<file path="config.mk">
export PLATFORM = sky130hd
export DESIGN_NAME = msg_tx_ctrl
export DESIGN_NICKNAME = d
export VERILOG_FILES = /design/src/rtl/msg_tx_ctrl.sv
export SDC_FILE = /design/constraint.sdc
export NUM_CORES = 1
export LEC_CHECK = 0
export BUFFER_PORTS_ARGS = -buffer_cell sky130_fd_sc_hd__buf_2
export CAP_MARGIN = 20
export CORE_ASPECT_RATIO = 1.75
export CORE_MARGIN = 2
export CORE_UTILIZATION = 25
export DETAILED_ROUTE_END_ITERATION = 12
export HOLD_SLACK_MARGIN = 0.15
export PLACE_DENSITY = 0.44
export REMOVE_ABC_BUFFERS = 1
export SYNTH_ARGS = -nofsm -noshare
export SYNTH_HDL_FRONTEND = slang
export SYNTH_SLANG_ARGS = --single-unit
</file>
<file path="constraint.sdc">
create_clock -name clk -period 1.89 [get_ports clk]
set_input_delay 0.189 -clock clk [delete_from_list [all_inputs] [get_ports clk]]
set_output_delay 0.189 -clock clk [all_outputs]
set_load 0.005 [all_outputs]
</file>
<file path="src/rtl/msg_tx_ctrl.sv">
// Master-message transmit controller: arbitrates one-hot requests and
// serialises marker, flag, payload and optional checksum bytes to the coder.
module msg_tx_ctrl #(
  parameter int               N_MSG  = 3,
  parameter int               PL_LEN = 2,
  parameter bit               CS_EN  = 1'b0,
  parameter logic [7:0]       MARKER = 8'hA5,
  parameter logic [8*N_MSG-1:0] FLAGS = {8'h03, 8'h02, 8'h01}
) (
  input  logic             clk,
  input  logic             rst_n,
  input  logic [N_MSG-1:0] tx_req,
  input  logic             cd_busy,
  input  logic [7:0]       pl_data,
  output logic [3:0]       pl_idx,
  output logic             pl_rd,
  output logic [7:0]       q,
  output logic             q_rdy,
  output logic             msg_active,
  output logic [2:0]       msg_id,
  output logic             msg_end,
  output logic             msg_abort
);

  typedef enum logic [2:0] {
    S_IDLE, S_MARK, S_FLAG, S_PAYLD, S_CSUM, S_DONE
  } state_t;

  localparam logic [3:0] LAST =
    (PL_LEN > 0) ? 4'(PL_LEN - 1) : 4'd0;
  localparam state_t AFTER_PL =
    CS_EN ? S_CSUM : S_DONE;
  localparam state_t AFTER_FLAG =
    (PL_LEN > 0) ? S_PAYLD : AFTER_PL;

  state_t     state_q, state_d;
  logic       busy_q;
  logic [7:0] csum_q, csum_d;
  logic [3:0] idx_q, idx_d;
  logic [2:0] id_q, id_d;
  logic       end_q, end_d;
  logic       abort_q, abort_d;
  logic       ack, byte_st, req_on;
  logic [7:0] flag_b;
  logic [2:0] first;

  always_ff @(posedge clk or negedge rst_n) begin
    if (!rst_n) begin
      state_q <= S_IDLE;
      busy_q  <= 1'b0;
      csum_q  <= 8'h00;
      idx_q   <= 4'd0;
      id_q    <= 3'd0;
      end_q   <= 1'b0;
      abort_q <= 1'b0;
    end else begin
      state_q <= state_d;
      busy_q  <= cd_busy;
      csum_q  <= csum_d;
      idx_q   <= idx_d;
      id_q    <= id_d;
      end_q   <= end_d;
      abort_q <= abort_d;
    end
  end

  // flag byte and request level of the latched type, plus
  // lowest-index pending request for the next start
  always_comb begin
    flag_b = 8'h00;
    req_on = 1'b0;
    first  = 3'd0;
    for (int i = 0; i < N_MSG; i++) begin
      if (id_q == 3'(i)) begin
        flag_b = FLAGS[8*i +: 8];
        req_on = tx_req[i];
      end
    end
    for (int i = N_MSG - 1; i >= 0; i--) begin
      if (tx_req[i]) first = 3'(i);
    end
  end

  assign ack = cd_busy & ~busy_q;
  assign byte_st = (state_q == S_MARK) || (state_q == S_FLAG) ||
                   (state_q == S_PAYLD) || (state_q == S_CSUM);

  always_comb begin
    state_d = state_q;
    csum_d  = csum_q;
    idx_d   = idx_q;
    id_d    = id_q;
    end_d   = 1'b0;
    abort_d = 1'b0;
    q       = 8'h00;
    q_rdy   = 1'b0;
    pl_rd   = 1'b0;
    unique case (state_q)
      S_IDLE: begin
        if (|tx_req) begin
          id_d    = first;
          csum_d  = 8'h00;
          state_d = S_MARK;
        end
      end
      S_MARK: begin
        q = MARKER;
        if (ack) state_d = S_FLAG;
      end
      S_FLAG: begin
        q = flag_b;
        if (ack) begin
          csum_d  = csum_q ^ flag_b;
          state_d = AFTER_FLAG;
        end
      end
      S_PAYLD: begin
        q = pl_data;
        if (ack) begin
          pl_rd  = 1'b1;
          csum_d = csum_q ^ pl_data;
          if (idx_q == LAST) begin
            idx_d   = 4'd0;
            state_d = AFTER_PL;
          end else begin
            idx_d = idx_q + 4'd1;
          end
        end
      end
      S_CSUM: begin
        q = csum_q;
        if (ack) state_d = S_DONE;
      end
      S_DONE: begin
        if (!cd_busy) state_d = S_IDLE;
      end
      default: state_d = S_IDLE;
    endcase
    if (byte_st) begin
      q_rdy = ~cd_busy;
      end_d = (state_d == S_DONE);
    end
    // a dropped request overrides any same-cycle byte advance
    if (byte_st && !req_on) begin
      state_d = S_IDLE;
      idx_d   = 4'd0;
      csum_d  = 8'h00;
      pl_rd   = 1'b0;
      end_d   = 1'b0;
      abort_d = 1'b1;
    end
  end

  assign pl_idx     = idx_q;
  assign msg_id     = id_q;
  assign msg_active = (state_q != S_IDLE);
  assign msg_end    = end_q;
  assign msg_abort  = abort_q;

endmodule
</file>
==> qor.yml <==
status:
  status: "finished clean"
floorplanning:
  die_x_um: 59.8
  coreArea_um2: 5260
  initial_core_util: 0.260
  die_height_um: 102
  rows: 35
  io_pins: 34
  die-area_um2: 6090
yosys:
  synthArstFlopShare: 1.00
  synth_edf_count: 0
  ys_ff_latch: 20
  netlist_top_cells_area: "dfrtp_1 37%, o21ai_0 4.8%, ha_1 4.6%"
  yosysUniqueCellTypes: 41
  ys_warn_count: 0
  yosysSeqAreaShare: 0.367
  yosys.area.top_type: "dfrtp_1"
  syn_area_um2: 1360
  syn_avg_cell_area_um2: 8.69
  synth_top_area_frac: 0.367
  netlist_instances: 157
  synth_flop_cell: "dfrtp_1"
sta:
  setup_slack_ps: 61.3
  drv_slew: 0
  setup_violations: 0
  max_freq_mhz: 547
  finalCritPeriodShare: 0.968
  fin_crit_ps: 1830
  final_hold_viol_count: 0
  fin_worst_skew_ps: 1.50
  tightest_slew_ps: 508
  slew_headroom: 0.661
worst_setup_path:
  cp.required_ps: 1700
  critPathLaunchType: "flop"
  critical_path_class: "reg -> out"
  crit_arrival_ps: 1640
  path_max_fanout: 4
  crit_path_end_kind: "primary output"
clock_tree:
  clk_latency_ps: 260
  cts_buffers: 3
  clock-sinks: 20
  cts_tree: "done"
  htree_levels: 1
  clockBufferDepth: 2
  clkTransAtPathRegs_ps: 80
  cts_root_buf: "clkbuf_8"
finish:
  layout.nets: 220
  syn_to_final_growth_pct: 30.8
  diodes: 0
  fillers: 568
  layout-drive-gt1-share: 0.372
routing:
  ant_nets: 0
  drtPass1Iterations: 4
  via_count: 1260
  drtIter0Drc: 15
  routedWlPerCell_um: 14.0
  drc: 0
  viasPerCell: 4.96
  routed_wl_um: 3550
power_and_ir_drop:
  power_mw: 2.30
  power.leakage_nw: 0.847
  max-vdd-ir-drop_v: 0.000631
  power_density_nw_per_um2: 1290
placement:
  dpl.hpwl_um: 2660
  pre_cts_ws_ps: 45.8
  io_buffer_count: 32
  gp_congestion: 0.755
flow_run:
  drv_cap: 0
global_routing:
  grtUsageTotal: 0.125
  grt_pass1_vias: 1261
  grt_max_degree: 21
  grt_antenna_before_repair: 0
  grt_pass1_wl_um: 5800
  overflow: 0
hold_path:
  min_path_type: "in -> reg"
-- metrics by stage --
step | TNS [ps] | hold slack (ps) | cells | area [um^2] | util
finish | 0 | 213 | 254 | 1780 | 0.340
global route | -13.5 | 232 | 254 | 1780 | 0.340
CTS | 0 | 213 | 251 | 1690 | 0.322
detailed placement | 0 | 189 | 246 | 1630 | 0.310
global placement | 0 | 193 | 246 | 1630 | 0.310
floorplan | -140 | -107 | 147 | 1300 | -
-- power breakdown --
group          switching, mW  leakage [nW]  total [mW]  internal, mW
clock                  0.153        0.0216       0.296         0.143
sequential            0.0577         0.268       0.561         0.503
combinational          0.740         0.557        1.44         0.705
total                  0.951         0.847        2.30          1.35
-- final timing paths --
check	start	end	slack, ps	cells past startpoint
max reg2reg	msg_id[1]$_DFFE_PN0P_	csum_q[0]$_DFFE_PN0P_	170	8
min reg2reg	csum_q[7]$_DFFE_PN0P_	csum_q[7]$_DFFE_PN0P_	550	2
min in group asynchronous	rst_n	msg_end$_DFF_PN0_	420	2
min	tx_req[1]	msg_id[0]$_DFFE_PN0P_	210	3
max	msg_id[0]$_DFFE_PN0P_	q[1]	60	5
max in group asynchronous	rst_n	msg_id[0]$_DFFE_PN0P_	1100	2
-- cells in the final DEF (no fill, tap or decap), types with 7 or more instances in the layout --
cell type,n
a21oi_1,10
buf_2,32
buf_4,12
dfrtp_1,19
nand2_1,10
nor2_1,10
nor2_2,7
o21ai_0,11
xor2_1,7
-- sequential cells by signal, indices dropped and copies added, names as in the netlist --
name	flops
busy_q	1
msg_id	2
state_q	3
csum_q	8
msg_abort	1
msg_end	1
pl_idx	4
-- synthesized netlist by cell type, drive strengths merged (2+ instances only) --
master and count:
ha 5, nor2b 3, nand4 2, nand2b 6, and3b 3, mux2 2, a21oi 10, buf 5
dfrtp 20, a31oi 2, nor3b 2, nor3 4, inv 7, nand3 6, and2 4, mux2i 4
a22o 3, a21o 2, nand2 10, clkbuf 5, or3 2, o21ai 13, nor2 18, xor2 7
-- worst max-delay path: stages, from the launching register on --
cell	delay [ps]
dfrtp_2	460
inv_4	90
ha_4	200
mux2_2	250
a32o_1	260
buf_2	120
-- cells by family after synthesis --
kind of cell	synth area share
multiplexers	0.0459
adder cells (fa/ha/maj)	0.0459
buffers and inverters	0.0670
XOR/XNOR	0.0450
other	0.00275
flip-flops	0.367
AND/OR/NAND/NOR	0.260
AO/OA/AOI/OAI	0.167
-- layer usage --
| layer | vias up | track usage | share of wire |
|---|---|---|---|
| met5 | - | 0 | 0 |
| met4 | 0 | 0.0410 | 0.016 |
| met3 | 5 | 0.0192 | 0.033 |
| met2 | 26 | 0.229 | 0.55 |
| met1 | 602 | 0.142 | 0.40 |
| li1 | 627 | - | - |
-- what timing repair did --
item,4_1_cts,5_1_grt
hold endpoints to repair,21,0
setup buffers,0,3
pin swaps,0,5
endpoints found under the setup margin,1,11
hold buffers,2,0
resized for setup,2,19
-- final cells by class --
cell class	instances	area (um^2)	share of cell area
clock buffers	3	41.3	0.0231
inverters	7	28.8	0.0161
multi-input cells	120	831	0.466
flip-flops and latches	20	502	0.281
well taps	55	68.8	0.0386
repair buffers	49	313	0.175
Power figures use the tool's default switching activity.
